[src/rtl/fifo_axis_reader.sv]
`default_nettype none
// +----------------------------------------------------------------------------+
// | Module   : fifo_axis_reader                                                |
// | Function : Drains a 1-cycle-latency sync FIFO into a framed AXI-Stream     |
// |            master using a 2-entry skid buffer (1 beat/cycle sustained).    |
// | Options  : AXIS_READER_STALL_CNT_EN enables the saturating stall counter.  |
// | Revision : 1.0 - initial release                                           |
// +----------------------------------------------------------------------------+
module fifo_axis_reader #(
  parameter int WIDTH = 32,
  parameter int LEN_W = 10,
  parameter int CNT_W = 16
) (
  input  logic             clk,
  input  logic             rst_n,
  input  logic             enable,
  input  logic             fifo_empty,
  output logic             fifo_rd,
  input  logic [WIDTH-1:0] fifo_rdata,
  input  logic [LEN_W-1:0] frame_len,
  output logic             m_tvalid,
  input  logic             m_tready,
  output logic [WIDTH-1:0] m_tdata,
  output logic             m_tlast,
  output logic             frame_done,
  output logic [CNT_W-1:0] stall_cnt
);

  localparam logic [LEN_W-1:0] c_LEN_ONE = LEN_W'(1);
  localparam logic [2:0]       c_CREDIT  = 3'd2;

  logic [WIDTH-1:0] r_buf [2];
  logic             r_rd_idx;
  logic             r_wr_idx;
  logic             r_inflt;
  logic [1:0]       r_occ;
  logic [LEN_W-1:0] r_beat_idx;
  logic [LEN_W-1:0] r_cur_len;
  logic             r_frame_done;

  logic             w_out;
  logic [2:0]       w_level;
  logic [LEN_W-1:0] w_len_in;
  logic [LEN_W-1:0] w_cur_len;

  // Words already committed (buffered + in flight) minus the one leaving now;
  // a pop is only issued when its data is guaranteed a free slot on arrival.
  assign w_out    = m_tvalid & m_tready;
  assign w_level  = {1'b0, r_occ} + {2'b00, r_inflt} - {2'b00, w_out};
  assign fifo_rd  = enable & ~fifo_empty & (w_level < c_CREDIT);

  assign m_tvalid = (r_occ != 2'd0);
  assign m_tdata  = r_buf[r_rd_idx];

  assign w_len_in  = (frame_len == '0) ? c_LEN_ONE : frame_len;
  assign w_cur_len = (r_beat_idx == '0) ? w_len_in : r_cur_len;
  assign m_tlast   = m_tvalid & (r_beat_idx == (w_cur_len - c_LEN_ONE));

  assign frame_done = r_frame_done;

  always_ff @(posedge clk or negedge rst_n) begin
    if (!rst_n) begin
      r_occ    <= 2'd0;
      r_inflt  <= 1'b0;
      r_rd_idx <= 1'b0;
      r_wr_idx <= 1'b0;
      r_buf[0] <= '0;
      r_buf[1] <= '0;
    end else begin
      r_inflt <= fifo_rd;
      r_occ   <= r_occ + {1'b0, r_inflt} - {1'b0, w_out};
      if (r_inflt) begin
        r_buf[r_wr_idx] <= fifo_rdata;
        r_wr_idx        <= ~r_wr_idx;
      end
      if (w_out) begin
        r_rd_idx <= ~r_rd_idx;
      end
    end
  end

  // Frame length is sampled on the first beat so mid-frame edits wait a frame.
  always_ff @(posedge clk or negedge rst_n) begin
    if (!rst_n) begin
      r_beat_idx   <= '0;
      r_cur_len    <= c_LEN_ONE;
      r_frame_done <= 1'b0;
    end else begin
      r_frame_done <= w_out & m_tlast;
      if (w_out) begin
        if (r_beat_idx == '0) begin
          r_cur_len <= w_len_in;
        end
        r_beat_idx <= m_tlast ? '0 : (r_beat_idx + c_LEN_ONE);
      end
    end
  end

`ifdef AXIS_READER_STALL_CNT_EN
  logic [CNT_W-1:0] r_stall_cnt;

  always_ff @(posedge clk or negedge rst_n) begin
    if (!rst_n) begin
      r_stall_cnt <= '0;
    end else if (m_tvalid & ~m_tready & ~(&r_stall_cnt)) begin
      r_stall_cnt <= r_stall_cnt + CNT_W'(1);
    end
  end

  assign stall_cnt = r_stall_cnt;
`else
  assign stall_cnt = '0;
`endif

endmodule
`default_nettype wire

[config.mk]
export PLATFORM = sky130hd
export DESIGN_NAME = fifo_axis_reader
export DESIGN_NICKNAME = d
export VERILOG_FILES = /design/src/rtl/fifo_axis_reader.sv
export SDC_FILE = /design/constraint.sdc
export NUM_CORES = 1
export LEC_CHECK = 0
export ABC_AREA = 1
export CORE_MARGIN = 5
export CORE_UTILIZATION = 45
export DETAILED_ROUTE_END_ITERATION = 8
export GPL_ROUTABILITY_DRIVEN = 1
export HOLD_SLACK_MARGIN = 0.15
export MAX_ROUTING_LAYER = met4
export PLACE_DENSITY = 0.72
export SYNTH_ARGS = -nofsm -noshare
export SYNTH_HDL_FRONTEND = slang
export SYNTH_SLANG_ARGS = --single-unit
[constraint.sdc]
create_clock -name clk -period 5.03 [get_ports clk]
set_input_delay 1.509 -clock clk [delete_from_list [all_inputs] [get_ports clk]]
set_output_delay 1.509 -clock clk [all_outputs]
set_load 0.05 [all_outputs]
==> key figures <==
STA
  – Final worst path period need: roughly 4.9 ns
  – Fmax: approximately 200 MHz
  – Clock Skew: 0.0113 ns
  – Fin. max-slew vios: 0
  – Worst-Margin Slew: ~1.0 ns
  – Hold Slack: between 0.4 and 0.5 ns
  – Final Hold Viols: 0
  – Slew headroom: between 30% and 40%
  – # setup viols final: 0
  – Setup_tns: 0 ns
  – Fin worst setup slack: roughly 0.14 ns
  – Final Cycle Share: a little over nine tenths

Synthesis
  – Synthesized area: around 0.0048 mm^2
  – Post-synthesis register bit count: 90
  – Syn_area_per_cell: between 7 and 8 um^2
  – Count of different cell masters after synthesis: 30
  – Synth warnings: 0
  – Sequential share of the synthesized area: between 40% and 50%
  – Post-synthesis cell count: 636

Min path
  – Hold_sp: r_buf[9]$_DFFE_PN0P_
  – Hold Crit Class: flop to flop

Cells and area
  – Fill cells: 941
  – Design area: 0.00608 mm^2
  – Area Growth Syn to Fin: 26.1%
  – Nets: between 700 and 800
  – Area occupied by registers: between 0.002 and 0.0025 mm^2
  – Finished Core Util: between 50% and 60%
  – Area of the multi-input gates: 0.00216 mm^2
  – Final cell count without fillers: 865
  – Fraction of layout cells with a size suffix above 1: between 10% and 20%
  – Ant diodes: 0

GRT
  – GR Util met1: between 20% and 30%
  – First-pass GRT wire length: approximately 19000 um
  – Vias in the first global route: roughly 4100
  – GR Util met3: ~3.6%
  – Initial antenna violation count: 0
  – Gr ovfl total: 0
  – Gr busiest metal: met2
  – GRT Util Overall: between 10% and 20%
  – Largest net degree at the start of global routing: 66
  – M2 GR Usage: 28.6%

Power
  – P_int: between 2 and 2.5 mW
  – Cell Pwr Density: 712 mW/mm^2
  – LEAKAGE: approximately 3.2 nW
  – Pwr Total: around 4.3 mW
  – Max IR drop VDD: ~610 uV
  – Net Sw Frac: between 50% and 60%
  – Combinational Power Share: around three fifths
  – Register share of total power: between 20 and 30%
  – P_sw: between 2 and 2.5 mW
  – Clock power share: a little under an eighth

Worst setup path
  – CP startpoint: m_tready
  – Most frequent CP cell: inv_1
  – CP Data Required Time: between 3 and 4 ns
  – Critical Path End Type: output pin
  – Cell-by-cell trace of the critical path: dlygate4sd2_1 -> nand2_4 -> inv_1 -> ha_1 -> inv_1 -> ha_1 -> inv_1 -> fa_1 -> nand2_1 -> nor3_4 -> buf_12
  – Reg-to-Reg Start: r_beat_idx[0]$_DFFE_PN0P_
  – Delay-heaviest family, CP: adder cells
  – Reg-to-reg slack, setup: 2.24 ns
  – Setup CP Type: input pin to output pin
  – Startpoint Class: input pin
  – CP Buf/Inv Count: 5
  – Critical path's largest stage delay: roughly 0.50 ns
  – Crit path arrival time: around 3.4 ns
  – Slowest-stage cell, CP: fa_1
  – Crit-path max FO: 2

Clock tree
  – CTS clk-pin slew, worst paths: 0.09 ns
  – CTS tree: done
  – CTS root buf: clkbuf_8
  – Clk sinks: 90
  – CTS H-Tree Depth: 3
  – Clk_lat worst skew: between 0.3 and 0.4 ns
  – CTS Buf Count: 9
  – Clock buffer depth: 2

Route
  – First-pass detailed-route iteration total: 4
  – Antenna Nets Post-Route: 0
  – # DRC: 0
  – Vias: roughly 4100
  – Initial DRC Count: between 200 and 250
  – Total wire length: approximately 11000 um
  – Via density: 4.70
  – WL/cell: about 13 um

Floorplanning
  – Die Area: approximately 0.013 mm^2
  – # IOs: about 100
  – Initial core utilization: roughly 46%
  – Rows: 37
  – Die height: between 100 and 150 um
  – Die Wd: 113 um
  – Core ar.: 0.0104 mm^2

Place
  – IO buf count: between 80 and 90
  – Gp weighted congestion: around 0.95
  – Worst slack, placed: -0.416 ns
  – Placed Area: 0.00579 mm^2
  – DP Cell Count: about 840
  – Detailed-placement wirelength estimate: 7770 um

Run status
  – Status: finished, final reports clean

Flow run
  – Maxcap violations: 0
power by group through the flow:
stage          Combinational (mW)  Sequential, mW  Clock (mW)
2_1_floorplan                1.80            1.22           0
3_3_place_gp                 2.49            1.27           0
3_5_place_dp                 2.52            1.28           0
4_1_cts                      2.54            1.27       0.524
5_1_grt                      2.79            1.31       0.556
6_report                     2.54            1.27       0.508
area by class of cell:
class / count / share of cell area [%]
multi-input cells: 434 / 35.6
clock buffers: 11 / 2.33
clock inverters: 5 / 1.03
well taps: 136 / 2.80
flip-flops and latches: 90 / 37.1
repair buffers: 100 / 15.7
inverters: 89 / 5.50
registers in the layout (all words and copies together), names as in the netlist:
register,cells
r_inflt,1
r_occ,2
r_buf,64
r_rd_idx,1
r_beat_idx,10
r_wr_idx,1
r_cur_len,10
frame_done,1
path summary, 6_finish.rpt:
kind | end | depth (start not counted)
setup reg to reg | r_beat_idx[9]$_DFFE_PN0P_ | 18
hold / removal | r_buf[9]$_DFFE_PN0P_ | 2
hold reg to reg | r_buf[9]$_DFFE_PN0P_ | 2
setup / recovery | fifo_rd | 11
min in group asynchronous | r_cur_len[4]$_DFFE_PN0P_ | 1
max in group asynchronous | r_beat_idx[7]$_DFFE_PN0P_ | 2
cell usage in the layout, fill, tap and decap left out, types with 4 or more instances in the layout:
cell type	n
nand3_1	24
inv_1	84
nand2_2	11
nor2_1	13
nor2_4	10
ha_1	4
xor2_1	14
dfrtp_1	89
clkbuf_8	10
nor3_1	4
o21ai_0	75
clkdlybuf4s50_1	68
buf_4	19
clkbuf_2	6
conb_1	16
nand2_1	232
nor2_2	6
dlymetal6s2s_1	4
nand3_2	4
worst reg2reg max path, cell delays in order (launching register included):
cell and delay (ns):
dfrtp_1 0.46, inv_1 0.11, ha_1 0.25, nand2_4 0.11, nor2_4 0.23, or2_1 0.17
nand2_2 0.08, ha_4 0.27, xor2_1 0.13, nand2_1 0.08, inv_2 0.06, nand3_2 0.07
a21oi_2 0.11, nand3_2 0.10, nor2_4 0.10, buf_4 0.12, nand3_4 0.11, nand2_1 0.09
inv_1 0.04
kinds of logic after synthesis:
group,Yosys count,synth area share [%]
adders and majority gates,6,1.71
buffers and inverters,127,11.1
DFF,90,46.8
other,1,0.0778
xor gates and xnor gates,15,2.73
AOI/OAI and AO/OA,81,8.80
and+or+nand+nor,316,28.8
cells in the mapped netlist:
cell	n	area share [%]
nand2_2	9	1.2
buf_4	16	2.5
nand2_1	234	18
xnor2_1	1	0.18
or2_2	2	0.26
o21bai_2	2	0.47
nand4_1	3	0.39
o21ai_2	1	0.18
nand3_1	28	2.9
inv_2	1	0.078
inv_1	86	6.7
nand2_4	2	0.47
nor2_1	16	1.2
fa_1	1	0.42
clkinv_1	2	0.16
nor2_2	5	0.65
o21ai_0	76	7.9
dfstp_2	1	0.55
xor2_1	14	2.5
nand3_4	2	0.73
nand3_2	1	0.21
nor2_4	8	1.9
ha_1	5	1.3
or2_1	1	0.13
clkbuf_1	22	1.7
dfrtp_1	89	46
nor3_1	5	0.52
o21bai_1	1	0.16
a21oi_1	1	0.10
conb_1	1	0.078
layer usage:
metal	up-vias	wire length, um
met5	-	0
met4	0	17
met3	2	494
met2	101	5480
met1	1880	5170
li1	2080	-
what timing repair did:
| action | in CTS | in global routing |
|---|---|---|
| gates resized for setup | 12 | 28 |
| pin swaps | 9 | 14 |
| endpoints found under the setup margin | 2 | 1 |
| gates cloned | 0 | 0 |
| setup buffers | 4 | 1 |
| hold buffers | 0 | 0 |
Note: power is estimated with default switching activity, not from simulation.
